<file path="src/rtl/wb4_to_pi1_if.sv">
// wb4_to_pi1_if: Wishbone B4 slave side and PI1 master side signals of the bridge
interface wb4_to_pi1_if #(
  parameter int ARCHBITSZ = 16
);
  localparam int SELW = ARCHBITSZ / 8;
  localparam int ADDRBITSZ = ARCHBITSZ - $clog2(SELW);
  logic wb4_cyc_i;
  logic wb4_stb_i;
  logic wb4_we_i;
  logic [ARCHBITSZ-1:0] wb4_addr_i;
  logic [ARCHBITSZ-1:0] wb4_data_i;
  logic [SELW-1:0] wb4_sel_i;
  logic wb4_stall_o;
  logic wb4_ack_o;
  logic [ARCHBITSZ-1:0] wb4_data_o;
  logic [1:0] pi1_op_o;
  logic [ADDRBITSZ-1:0] pi1_addr_o;
  logic [ARCHBITSZ-1:0] pi1_data_o;
  logic [ARCHBITSZ-1:0] pi1_data_i;
  logic [SELW-1:0] pi1_sel_o;
  logic pi1_rdy_i;
  modport slave (
    input wb4_cyc_i, wb4_stb_i, wb4_we_i, wb4_addr_i, wb4_data_i, wb4_sel_i, pi1_data_i, pi1_rdy_i,
    output wb4_stall_o, wb4_ack_o, wb4_data_o, pi1_op_o, pi1_addr_o, pi1_data_o, pi1_sel_o
  );
  modport master (
    output wb4_cyc_i, wb4_stb_i, wb4_we_i, wb4_addr_i, wb4_data_i, wb4_sel_i, pi1_data_i, pi1_rdy_i,
    input wb4_stall_o, wb4_ack_o, wb4_data_o, pi1_op_o, pi1_addr_o, pi1_data_o, pi1_sel_o
  );
endinterface

</file>
<file path="src/rtl/wb4_to_pi1.sv">
// wb4_to_pi1: Wishbone B4 pipelined slave to PI1 master bridge with a small request FIFO
module wb4_to_pi1 #(
  parameter int ARCHBITSZ = 16,
  parameter int FIFODEPTH = 2
) (
  input logic wb4_clk_i,
  input logic wb4_rst_i,
  wb4_to_pi1_if.slave bus
);
  localparam int SELW = ARCHBITSZ / 8;
  localparam int AB = $clog2(SELW);
  localparam int ADDRBITSZ = ARCHBITSZ - AB;
  localparam int AW = $clog2(FIFODEPTH);
  typedef struct packed {
    logic we;
    logic [ADDRBITSZ-1:0] addr;
    logic [ARCHBITSZ-1:0] data;
    logic [SELW-1:0] sel;
  } req_t;
  req_t mem [FIFODEPTH];
  req_t head, last, cur;
  logic [AW-1:0] wp, rp;
  logic [AW:0] cnt;
  logic pending, drop, empty, full, push, pop, comp, pending_n, ack;
  logic [ARCHBITSZ-1:0] rdata;
  assign empty = cnt == '0;
  assign full = cnt == (AW+1)'(FIFODEPTH);
  assign head = mem[rp];
  assign cur = empty ? last : head;
  assign push = bus.wb4_cyc_i & bus.wb4_stb_i & !full;
  // a dropped op must finish before anything new goes out
  assign pop = bus.pi1_rdy_i & !empty & !drop;
  assign comp = pending & bus.pi1_rdy_i;
  assign pending_n = pop | (pending & !bus.pi1_rdy_i);
  assign bus.wb4_stall_o = full;
  assign bus.wb4_ack_o = ack;
  assign bus.wb4_data_o = rdata;
  assign bus.pi1_op_o = (empty | drop) ? 2'b00 : head.we ? 2'b01 : 2'b10;
  assign bus.pi1_addr_o = cur.addr;
  assign bus.pi1_data_o = cur.data;
  assign bus.pi1_sel_o = cur.sel;
  always_ff @(posedge wb4_clk_i) begin
    if (push) mem[wp] <= {bus.wb4_we_i, bus.wb4_addr_i[ARCHBITSZ-1:AB], bus.wb4_data_i, bus.wb4_sel_i};
  end
  always_ff @(posedge wb4_clk_i) begin
    if (wb4_rst_i) begin
      wp <= '0;
      rp <= '0;
      cnt <= '0;
      pending <= 1'b0;
      drop <= 1'b0;
      last <= '0;
      ack <= 1'b0;
      rdata <= '0;
    end else begin
      wp <= wp + AW'(push);
      rp <= bus.wb4_cyc_i ? rp + AW'(pop) : wp;
      cnt <= bus.wb4_cyc_i ? cnt + (AW+1)'(push) - (AW+1)'(pop) : '0;
      last <= cur;
      pending <= pending_n;
      // whatever is outstanding across an abort completes silently
      drop <= bus.wb4_cyc_i ? drop & !comp : pending_n;
      ack <= comp & !drop & bus.wb4_cyc_i;
      rdata <= comp ? bus.pi1_data_i : rdata;
    end
  end
endmodule
</file>
<file path="src/flat_wrapper.sv">
// flat-port wrapper written by rule: the top's interface ports become plain ports
module wb4_to_pi1_flat 
#(
  parameter int ARCHBITSZ = 16,
  parameter int FIFODEPTH = 2
)
  (wb4_clk_i, wb4_rst_i, bus_wb4_cyc_i, bus_wb4_stb_i, bus_wb4_we_i, bus_wb4_addr_i, bus_wb4_data_i, bus_wb4_sel_i, bus_pi1_data_i, bus_pi1_rdy_i, bus_wb4_stall_o, bus_wb4_ack_o, bus_wb4_data_o, bus_pi1_op_o, bus_pi1_addr_o, bus_pi1_data_o, bus_pi1_sel_o);
  wb4_to_pi1_if #(.ARCHBITSZ(ARCHBITSZ)) bus_i ();
  input logic wb4_clk_i;
  input logic wb4_rst_i;
  input wire logic [$bits(bus_i.wb4_cyc_i)-1:0] bus_wb4_cyc_i;
  input wire logic [$bits(bus_i.wb4_stb_i)-1:0] bus_wb4_stb_i;
  input wire logic [$bits(bus_i.wb4_we_i)-1:0] bus_wb4_we_i;
  input wire logic [$bits(bus_i.wb4_addr_i)-1:0] bus_wb4_addr_i;
  input wire logic [$bits(bus_i.wb4_data_i)-1:0] bus_wb4_data_i;
  input wire logic [$bits(bus_i.wb4_sel_i)-1:0] bus_wb4_sel_i;
  input wire logic [$bits(bus_i.pi1_data_i)-1:0] bus_pi1_data_i;
  input wire logic [$bits(bus_i.pi1_rdy_i)-1:0] bus_pi1_rdy_i;
  output wire logic [$bits(bus_i.wb4_stall_o)-1:0] bus_wb4_stall_o;
  output wire logic [$bits(bus_i.wb4_ack_o)-1:0] bus_wb4_ack_o;
  output wire logic [$bits(bus_i.wb4_data_o)-1:0] bus_wb4_data_o;
  output wire logic [$bits(bus_i.pi1_op_o)-1:0] bus_pi1_op_o;
  output wire logic [$bits(bus_i.pi1_addr_o)-1:0] bus_pi1_addr_o;
  output wire logic [$bits(bus_i.pi1_data_o)-1:0] bus_pi1_data_o;
  output wire logic [$bits(bus_i.pi1_sel_o)-1:0] bus_pi1_sel_o;
  assign bus_i.wb4_cyc_i = bus_wb4_cyc_i;
  assign bus_i.wb4_stb_i = bus_wb4_stb_i;
  assign bus_i.wb4_we_i = bus_wb4_we_i;
  assign bus_i.wb4_addr_i = bus_wb4_addr_i;
  assign bus_i.wb4_data_i = bus_wb4_data_i;
  assign bus_i.wb4_sel_i = bus_wb4_sel_i;
  assign bus_i.pi1_data_i = bus_pi1_data_i;
  assign bus_i.pi1_rdy_i = bus_pi1_rdy_i;
  assign bus_wb4_stall_o = bus_i.wb4_stall_o;
  assign bus_wb4_ack_o = bus_i.wb4_ack_o;
  assign bus_wb4_data_o = bus_i.wb4_data_o;
  assign bus_pi1_op_o = bus_i.pi1_op_o;
  assign bus_pi1_addr_o = bus_i.pi1_addr_o;
  assign bus_pi1_data_o = bus_i.pi1_data_o;
  assign bus_pi1_sel_o = bus_i.pi1_sel_o;
  wb4_to_pi1 #(.ARCHBITSZ(ARCHBITSZ), .FIFODEPTH(FIFODEPTH)) u_core (.wb4_clk_i(wb4_clk_i), .wb4_rst_i(wb4_rst_i), .bus(bus_i));
endmodule
</file>
<file path="config.mk">
export PLATFORM = sky130hd
export DESIGN_NAME = wb4_to_pi1_flat
export DESIGN_NICKNAME = d
export VERILOG_FILES = /design/src/rtl/wb4_to_pi1_if.sv /design/src/rtl/wb4_to_pi1.sv /design/src/flat_wrapper.sv
export SDC_FILE = /design/constraint.sdc
export NUM_CORES = 1
export LEC_CHECK = 0
export CORE_UTILIZATION = 62
export CTS_CLUSTER_DIAMETER = 100
export DETAILED_ROUTE_END_ITERATION = 10
export DONT_BUFFER_PORTS = 1
export PLACE_DENSITY = 0.8
export SETUP_SLACK_MARGIN = 0.3
export SLEW_MARGIN = 20
export SYNTH_ARGS = -nofsm -noshare
export SYNTH_HDL_FRONTEND = slang
export SYNTH_SLANG_ARGS = --single-unit
</file>
<file path="constraint.sdc">
create_clock -name wb4_clk_i -period 2.6 [get_ports wb4_clk_i]
set_input_delay 0 -clock wb4_clk_i [delete_from_list [all_inputs] [get_ports wb4_clk_i]]
set_output_delay 0 -clock wb4_clk_i [all_outputs]
set_load 0.02 [all_outputs]
</file>
==> summary.txt <==
Worst setup path
  • Largest stage delay on the critical path: 0.55 ns
  • Crit path max-delay family: simple AND/OR/NAND/NOR gates
  • WP data arrival: 2.55 ns
  • Critical Path Slowest Stage Cell: dlygate4sd3_1
  • CP bufs+invs: 1
  • CP cell instances: nor2b_1 -> nor2_1 -> ha_2 -> nor2_1 -> dlygate4sd3_1
  • CP required: 2.99 ns
  • Critical Setup Path Class: reg2reg
  • Minimum setup slack among reg-to-reg paths: 0.43 ns
  • Crit path capture type: flop
  • Startpoint types: flop
  • CP most frequent cell: nor2_1
  • Critical-path maximum fanout: 6

Synth
  • Synthesized instance count: 362
  • Count of flip-flops with a built-in enable after synthesis: 68
  • Synth unique cells: 26
  • Ys flop type: edfxtp_1
  • Sequential element share of the synthesized area: 67.9%
  • Post-Synthesis Net Count: 422
  • Count of synthesis-stage warnings from yosys: 0
  • Fraction of synthesis flops using an asynchronous set or reset pin: 0%
  • Syn Area/Cell: 12.9 µm²
  • Flip-flop and latch count after synthesis: 124
  • Cell Area, Synth: 4660 µm²

Power and ir drop
  • Power per unit of standard cell area: 842 nW/µm²
  • Comb pwr share: 10.4%
  • Design internal power: 3750 µW
  • Post-layout power: 4940 µW
  • Clk pwr share: 45.0%
  • Pleak: 0.00203 µW
  • Switching share of power: 24.1%
  • Share of total power in sequential cells: 44.6%
  • Worst voltage drop across the vdd grid: 0.603 mV
  • Net switching power: 1190 µW

Timing
  • Max Slew Vio Count: 0
  • Hold slack final: 0.0385 ns
  • Slew at the pin closest to its max-slew limit: 0.592 ns
  • Highest achievable clock rate: 461 MHz
  • Final hold viol count: 0
  • Total negative slack for setup checks: 0 ns
  • Post-layout minimum cycle time: 2.17 ns
  • Unrepaired setup endpoints after global routing: false
  • Number of failing setup endpoints in the final timing report: 0
  • Setup Skew: 0.00532 ns
  • Headroom to the max-slew limit: 60.7%
  • Final period util: 83.3%

Detailed routing
  • Count of antenna-violating nets left after detailed routing: 0
  • 1st-pass router iterations: 4
  • Routed wirelength normalized by instance count: 18.1 µm
  • Detailed-route DRC error count: 0
  • Count of routing violations after the opening detailed-route iteration: 115
  • Routed via count: 3059
  • Wire length reported by the detailed router: 9.67 mm
  • Routed via count divided by cell count: 5.72

Clocking
  • Clock Sink Count: 124
  • Setup Buffers After CTS: 0
  • Clock Tree Buf Depth: 2
  • CTS tree: done
  • Clock transition at path regs: 0.06 ns
  • Cts bufs inserted: 17
  • Root Buffer Master: clkbuf_8
  • Cts repair resizes: 0
  • Maximum level of the CTS H-tree: 4
  • Clk_lat worst skew: 0.50 ns

Finish
  • Fraction of final layout cells with drive strength greater than 1: 9.40%
  • Fin util: 80.8%
  • Nets: 483
  • Most frequent cells in the layout: 68 x edfxtp_1, 59 x dlygate4sd3_1, 55 x dfxtp_1, 51 x a21oi_1, 37 x nor2_1
  • Inserted Diodes: 0
  • Fillers: 406
  • Area Growth Syn to Fin: 25.9%
  • Commonest non-fill, non-tap cell in the layout: edfxtp_1

Floorplanning
  • Core outline area: 7250 µm²
  • Effective utilization at floorplan: 64.2%
  • Row Count: 31
  • Number of top-level pins: 109
  • Width of the die: 88.7 µm
  • Die Outline Area: 7860 µm²
  • Die extent in y: 88.7 µm

Min path
  • Min-delay worst type: in2reg

Placement
  • Count of input and output buffers: 0
  • DPL Wire Length: 4.91 mm
  • Routability Congestion: 0.700

Job
  • Max Cap Viol: 0

Global routing
  • Via count of the first global-routing pass: 2969
  • Grt ovf: 0
  • First-pass GRT wire length: 13.7 mm
  • Initial antenna violation count: 0
  • Maximum number of pins on one net before global-route repair: 57
  • Overall Global Routing Usage: 24.5%

Run status
  • Result of the run: finished clean
## what timing repair did
action | 4_1_cts | 5_1_grt
setup endpoints to repair | 0 | 15
hold buffers | 60 | 0
endpoints found under the hold margin | 124 | 0
## power by group through the flow
stage | Clock, µW | Sequential, µW | Combinational, µW
6_report | 2220 | 2200 | 512
5_1_grt | 2330 | 2210 | 554
4_1_cts | 2240 | 2200 | 503
3_5_place_dp | 0 | 2240 | 405
3_3_place_gp | 0 | 2240 | 393
2_1_floorplan | 0 | 2230 | 381
## state kept, by name, summed over array words and instances, names as in the netlist
name / flops
u_core.wp: 1
u_core.bus.wb4_data_o: 16
u_core.bus.wb4_ack_o: 1
u_core.cnt: 2
u_core.rp: 1
u_core.last: 33
u_core.mem: 68
u_core.drop: 1
u_core.pending: 1
## stage by stage
stage | setup slack, ns | area, µm² | cells
floorplan | 0.575 | 4660 | 362
global placement | 0.712 | 4670 | 442
detailed placement | 0.662 | 4670 | 442
CTS | 0.353 | 5850 | 534
global route | 0.331 | 5860 | 535
finish | 0.433 | 5860 | 535
## cell families after synthesis
group	share of synthesized area (%)
DFF	67.9
and+or+nand+nor	7.36
adders and majority gates	1.08
buffers and inverters	4.54
AOI/OAI and AO/OA	11.4
xor gates and xnor gates	0.188
muxes	7.52
## path summary, 6_finish.rpt
path	start	depth (start not counted)	to
worst max-delay path	u_core.cnt[1]$_SDFF_PP0_	5	u_core.wp$_SDFF_PP0_
worst min-delay path	bus_pi1_rdy_i	5	u_core.cnt[1]$_SDFF_PP0_
worst max register to register	u_core.cnt[1]$_SDFF_PP0_	5	u_core.wp$_SDFF_PP0_
worst min register to register	u_core.drop$_SDFF_PP0_	1	u_core.bus.wb4_ack_o$_SDFF_PP0_
## synth_stat cells, types with 3 or more instances
cell / n / area (µm²)
nor2_1: 37 / 139
dfxtp_1: 56 / 1120
buf_2: 3 / 15.0
a21oi_1: 51 / 255
and2_1: 3 / 18.8
a211oi_1: 34 / 255
clkbuf_1: 6 / 22.5
buf_6: 11 / 124
ha_1: 4 / 50.1
edfxtp_1: 68 / 2040
nand2_1: 35 / 131
inv_1: 4 / 15.0
mux2i_1: 35 / 350
## layout make-up
type / instances / area (µm²) / area share (%)
Clock inverter: 11 / 119 / 2.03
Tap cell: 99 / 124 / 2.11
Clock buffer: 21 / 449 / 7.67
Multi-Input combinational cell: 211 / 1290 / 22.1
Timing Repair Buffer: 65 / 693 / 11.8
Sequential cell: 124 / 3160 / 54.0
Inverter: 4 / 15.0 / 0.256
## per-layer routing
metal | track usage [%] | part of all wire [%] | vias to the layer above
met1 | 25.0 | 39 | 1488
li1 | - | - | 1446
met5 | 0 | 0 | -
met2 | 45.4 | 54 | 112
met4 | 10.6 | 0.97 | 0
met3 | 8.21 | 5.9 | 13
## worst reg2reg max path: cells and delay by family (launching register included)
family	cells	cell delay, ns
and+or+nand+nor	3	0.71
buffers and inverters	1	0.55
adders and majority gates	1	0.36
DFF	1	0.43
No activity file was read; power rests on OpenSTA's default activity.
